## config.mk

```make
export PLATFORM = sky130hd
export DESIGN_NAME = pipe_ctrl_chain
export DESIGN_NICKNAME = d
export VERILOG_FILES = /design/src/rtl/pipe_ctrl_chain.sv
export SDC_FILE = /design/constraint.sdc
export NUM_CORES = 1
export LEC_CHECK = 0
export CAP_MARGIN = 20
export CORE_MARGIN = 2
export CORE_UTILIZATION = 46
export CTS_CLUSTER_DIAMETER = 40
export DETAILED_ROUTE_END_ITERATION = 8
export GPL_TIMING_DRIVEN = 0
export PLACE_DENSITY = 0.79
export SLEW_MARGIN = 20
export SYNTH_ARGS = -nofsm -noshare
export SYNTH_HDL_FRONTEND = slang
export SYNTH_SLANG_ARGS = --single-unit
```

## constraint.sdc

```tcl
create_clock -name clk -period 2.3 [get_ports clk]
set_input_delay 0.575 -clock clk [delete_from_list [all_inputs] [get_ports clk]]
set_output_delay 0.575 -clock clk [all_outputs]
set_load 0.05 [all_outputs]
```

## src/rtl/pipe_ctrl_chain.sv

```systemverilog
// Control-word pipeline: STAGES latches after decode with per-stage stall/flush,
// bubble insertion, retire counting and sticky halt. Optional perf counters: PIPE_CTRL_PERF_EN.
module pipe_ctrl_chain #(
   parameter int             STAGES    = 3,
   parameter int             CW        = 16,
   parameter int             CNT_W     = 16,
   parameter int             HALT_BIT  = 0,
   parameter logic [CW-1:0]  BUBBLE_CW = '0
) (
   input  logic                   clk,
   input  logic                   reset_n,
   input  logic [CW-1:0]          ctrl_in,
   input  logic                   valid_in,
   input  logic [STAGES-1:0]      write_en,
   input  logic [STAGES-1:0]      flush,
   output logic [STAGES*CW-1:0]   ctrl_stage,
   output logic [STAGES-1:0]      valid_stage,
   output logic                   retire,
   output logic [CNT_W-1:0]       num_inst,
`ifdef PIPE_CTRL_PERF_EN
   output logic [CNT_W-1:0]       stall_cnt,
   output logic [CNT_W-1:0]       bubble_cnt,
`endif
   output logic                   is_halted
);

   logic [STAGES-1:0][CW-1:0] ctrl_q, ctrl_d;
   logic [STAGES-1:0]         vld_q, vld_d;
   logic [STAGES-1:0][CW-1:0] up_ctrl;
   logic [STAGES-1:0]         up_vld;
   logic [STAGES-1:0]         up_we;
   logic [CNT_W-1:0]          cnt_q, cnt_d;
   logic                      halt_q, halt_d;

   // Upstream source of each stage: decode for stage 0, previous latch otherwise.
   genvar g;
   for (g = 0; g < STAGES; g++) begin : g_up
      if (g == 0) begin : g_head
         assign up_ctrl[g] = valid_in ? ctrl_in : BUBBLE_CW;
         assign up_vld[g]  = valid_in;
         assign up_we[g]   = 1'b1;
      end else begin : g_body
         assign up_ctrl[g] = ctrl_q[g-1];
         assign up_vld[g]  = vld_q[g-1];
         assign up_we[g]   = write_en[g-1];
      end
   end

   always_comb begin
      ctrl_d = ctrl_q;
      vld_d  = vld_q;
      for (int i = 0; i < STAGES; i++) begin
         if (flush[i]) begin
            ctrl_d[i] = BUBBLE_CW;
            vld_d[i]  = 1'b0;
         end else if (write_en[i]) begin
            // A stalled upstream stage keeps its entry, so feed a bubble to avoid duplication.
            ctrl_d[i] = up_we[i] ? up_ctrl[i] : BUBBLE_CW;
            vld_d[i]  = up_we[i] & up_vld[i];
         end
      end
   end

   assign retire = vld_q[STAGES-1] & write_en[STAGES-1] & ~flush[STAGES-1] & ~halt_q;

   always_comb begin
      cnt_d  = cnt_q;
      halt_d = halt_q;
      if (retire) begin
         if (!(&cnt_q)) cnt_d = cnt_q + CNT_W'(1);
         if (ctrl_q[STAGES-1][HALT_BIT]) halt_d = 1'b1;
      end
   end

   always_ff @(posedge clk) begin
      if (!reset_n) begin
         ctrl_q <= {STAGES{BUBBLE_CW}};
         vld_q  <= '0;
         cnt_q  <= '0;
         halt_q <= 1'b0;
      end else begin
         ctrl_q <= ctrl_d;
         vld_q  <= vld_d;
         cnt_q  <= cnt_d;
         halt_q <= halt_d;
      end
   end

`ifdef PIPE_CTRL_PERF_EN
   logic [CNT_W-1:0] stall_q, stall_d, bub_q, bub_d;
   logic             last_adv_bub;

   assign last_adv_bub = write_en[STAGES-1] & ~flush[STAGES-1] & ~vld_q[STAGES-1];

   always_comb begin
      stall_d = stall_q;
      bub_d   = bub_q;
      if (!halt_q && !write_en[0] && !(&stall_q)) stall_d = stall_q + CNT_W'(1);
      if (!halt_q && last_adv_bub && !(&bub_q))   bub_d   = bub_q + CNT_W'(1);
   end

   always_ff @(posedge clk) begin
      if (!reset_n) begin
         stall_q <= '0;
         bub_q   <= '0;
      end else begin
         stall_q <= stall_d;
         bub_q   <= bub_d;
      end
   end

   assign stall_cnt  = stall_q;
   assign bubble_cnt = bub_q;
`endif

   assign ctrl_stage  = ctrl_q;
   assign valid_stage = vld_q;
   assign num_inst    = cnt_q;
   assign is_halted   = halt_q;

endmodule

```

==> metrics.txt <==
# TYPE chip_impl_metric gauge
chip_impl_info{name="run_status",value="complete, no violations"} 1
chip_impl_metric{name="timing_max_transition_violations_final",unit=""} 0
chip_impl_metric{name="maxCapViolCount",unit=""} 0
chip_impl_metric{name="number_of_clock_sinks",unit=""} 68
chip_impl_metric{name="wire_length_of_the_first_global_routing_pass",unit="µm"} 12080
chip_impl_metric{name="synth_sequential_area_ratio",unit=""} 0.4585
chip_impl_metric{name="finalSetupTns",unit="ps"} 0
chip_impl_metric{name="syn-mean-instance-area",unit="µm²"} 8.631
chip_impl_metric{name="ctsLongestPathBuffers",unit=""} 2
chip_impl_info{name="timing.setup.critical_path_class",value="in -> out"} 1
chip_impl_info{name="critPathCaptureType",value="output pin"} 1
chip_impl_metric{name="antenna_cells_inserted",unit=""} 0
chip_impl_metric{name="cts_repair_resize_count",unit=""} 7
chip_impl_info{name="startpoint_type",value="input pin"} 1
chip_impl_metric{name="finalHoldViolations",unit=""} 0
chip_impl_metric{name="filler_cell_count",unit=""} 540
chip_impl_metric{name="vias",unit=""} 2734
chip_impl_metric{name="timing.slew.headroom",unit=""} 0.5690
chip_impl_metric{name="number_of_flip_flops_and_latches_in_the_synthesized_netlist",unit=""} 68
chip_impl_metric{name="insertion_delay",unit="ps"} 330
chip_impl_metric{name="synth_warnings",unit=""} 0
chip_impl_info{name="cts_tree",value="done"} 1
chip_impl_metric{name="port_buffers",unit=""} 92
chip_impl_metric{name="final_core_util",unit=""} 0.6566
chip_impl_metric{name="initialDrtViolationCount",unit=""} 94
chip_impl_metric{name="drt_pre_antenna_iters",unit=""} 4
chip_impl_metric{name="final_area",unit="mm²"} 0.004145
chip_impl_metric{name="fin_skew",unit="ps"} 6.502
chip_impl_metric{name="drive_gt1_frac",unit=""} 0.1195
chip_impl_metric{name="tritoncts.num_buffers",unit=""} 9
chip_impl_metric{name="worst_pin_slew",unit="ps"} 640.5
chip_impl_metric{name="fin_crit",unit="ps"} 2238
chip_impl_metric{name="synthesized_area",unit="mm²"} 0.002969
chip_impl_metric{name="p_leak",unit="nW"} 1.465
chip_impl_metric{name="nets",unit=""} 473
chip_impl_metric{name="post-cts-setup-buffers",unit=""} 0
chip_impl_metric{name="worstHoldPathCells",unit=""} 2
chip_impl_metric{name="clkTransAtPathRegs",unit="ps"} 70
chip_impl_metric{name="io_pins",unit=""} 94
chip_impl_metric{name="wl",unit="µm"} 7305
chip_impl_info{name="top_library_cells_by_usage_in_the_layout_fill_and_taps_aside",value="90 x clkdlybuf4s50_1, 68 x dfxtp_1, 45 x a21oi_1, 45 x nor2_1, 33 x buf_4"} 1
chip_impl_metric{name="areaGrowthSynthToFinish",unit="%"} 39.61
chip_impl_metric{name="pin_count_of_the_biggest_net_entering_global_routing",unit=""} 11
chip_impl_metric{name="die_h",unit="µm"} 84.34
chip_impl_metric{name="synthCells",unit=""} 344
chip_impl_metric{name="ir_worst_vdd",unit="V"} 0.0003536
chip_impl_metric{name="critPathArrivalTime",unit="ps"} 1660
chip_impl_metric{name="routabilityCongestion",unit=""} 0.8739
chip_impl_metric{name="hpwlAfterDp",unit="µm"} 5565
chip_impl_metric{name="antenna_found_initial",unit=""} 0
chip_impl_metric{name="drt.antenna.violating_nets",unit=""} 0
chip_impl_metric{name="core-area",unit="mm²"} 0.006314
chip_impl_metric{name="cts_hold_buf",unit=""} 0
chip_impl_metric{name="yosys.cell_types.count",unit=""} 40
chip_impl_metric{name="drt-vias-per-instance",unit=""} 5.168
chip_impl_metric{name="grt_util_all_layers",unit=""} 0.2092
chip_impl_metric{name="initial_core_util",unit=""} 0.4703
chip_impl_metric{name="postSynthNetCount",unit=""} 370
chip_impl_metric{name="yosys.area.top_type_share",unit=""} 0.4585
chip_impl_metric{name="asyncSetResetFlopFracSynth",unit=""} 0
chip_impl_metric{name="core.rowCount",unit=""} 29
chip_impl_info{name="setup_repair_after_global_routing_missed_its_margin",value="no"} 1
chip_impl_metric{name="timing.reg2reg.worst_path_depth",unit=""} 6
chip_impl_metric{name="final_min_period_over_clock_period",unit=""} 0.9732
chip_impl_metric{name="sequential_cell_area",unit="mm²"} 0.001361
chip_impl_metric{name="h-tree-depth",unit=""} 3
chip_impl_metric{name="chipWidth",unit="µm"} 84.34
chip_impl_metric{name="post-route-drc-count",unit=""} 0
chip_impl_info{name="cts_root_buffer",value="clkbuf_8"} 1
chip_impl_metric{name="synth-edff-count",unit=""} 0
chip_impl_metric{name="setup-violations-final",unit=""} 0
chip_impl_metric{name="global_route.overflow_total",unit=""} 0
chip_impl_metric{name="required_time_worst_endpoint",unit="ps"} 1730
chip_impl_metric{name="critPathMaxFanout",unit=""} 9
chip_impl_info{name="final_common_cell",value="clkdlybuf4s50_1"} 1
chip_impl_info{name="ys_dominant_reg_cell",value="dfxtp_1"} 1
chip_impl_metric{name="die_area",unit="mm²"} 0.007113
chip_impl_metric{name="number_of_global_route_vias_before_repair",unit=""} 2619
chip_impl_metric{name="power",unit="mW"} 2.187
chip_impl_metric{name="power_per_cell_area",unit="mW/mm²"} 527.5
chip_impl_info{name="synthDominantAreaCellType",value="dfxtp_1"} 1
chip_impl_metric{name="multi_input_gate_area_in_the_final_layout",unit="mm²"} 0.001271
chip_impl_metric{name="post_dp_cell_area",unit="mm²"} 0.003986
chip_impl_metric{name="detail_route.wl_per_cell",unit="µm"} 13.81
chip_impl_metric{name="fmaxAchievable",unit="MHz"} 446.8
chip_impl_info{name="hold_path_class",value="reg -> reg"} 1
chip_impl_info{name="synth.top_cells.by_area",value="dfxtp_1 46%, buf_4 8.1%, a21oi_1 7.6%"} 1
layer usage:
layer / GRT usage / part of all wire
met5: 0 / 0
met4: 0.08802 / 0.017
met3: 0.05605 / 0.051
met2: 0.3463 / 0.49
met1: 0.2578 / 0.44
Yosys cell counts, types with 3 or more instances:
master	instances
nor2b_1	22
or3_1	6
nand2b_1	14
nor4_1	5
nand3_1	14
a22oi_1	16
a21oi_1	45
nand4_1	6
and3_1	3
buf_4	32
dfxtp_1	68
and2b_1	3
nand2_1	6
o21ai_0	7
and2_1	3
nor2_1	45
clkbuf_1	17
path summary, 6_finish.rpt:
kind | slack (ps) | end | start
worst max-delay path | 60 | retire | flush[2]
worst min register to register | 480 | ctrl_stage[38] | ctrl_stage[38]
worst max register to register | 290 | num_inst[2] | num_inst[0]
worst min-delay path | 480 | ctrl_stage[38] | ctrl_stage[38]
power breakdown:
group | internal, mW | leakage (nW) | switching (mW) | total, mW
Combinational | 0.0741 | 0.832 | 0.0937 | 0.168
Clock | 0.419 | 0.0844 | 0.409 | 0.828
Sequential | 1.18 | 0.548 | 0.00613 | 1.19
Total | 1.68 | 1.46 | 0.509 | 2.19
sequential cells by signal, summed over array words and instances (netlist names):
name         flops
is_halted        1
num_inst        16
valid_stage      3
ctrl_stage      48
cells by family (layout without fill, tap and decap cells):
logic type,count (synthesis),count (layout),share of synthesized area
AND/OR/NAND/NOR,139,139,0.2621
buffers and inverters,56,164,0.1134
flip-flops,68,68,0.4585
adder cells (fa/ha/maj),1,1,0.004213
AO/OA/AOI/OAI,78,78,0.1551
multiplexers,2,2,0.006743
area by class of cell:
cell class,instances,share of cell area
buffer,52,0.07637
clock buffer,14,0.03682
clock inverter,2,0.002415
inverter,4,0.004829
multi-input combinational,220,0.3067
sequential,68,0.3284
tap,77,0.02324
timing repair buffer,92,0.2212
stage by stage:
stage	std cells	hold slack, ps	setup slack (ps)
6_report	529	476.0	61.63
5_1_grt	529	504.3	5.200
4_1_cts	529	478.6	58.00
3_5_place_dp	513	465.2	-701.8
3_3_place_gp	513	455.9	-696.2
2_1_floorplan	344	456.6	275.7
worst max-delay path, cell delays in order:
cell	delay, ps
clkdlybuf4s50_1	440
nand4bb_4	300
clkinv_4	130
buf_4	200
(Power assumes the default switching activity.)
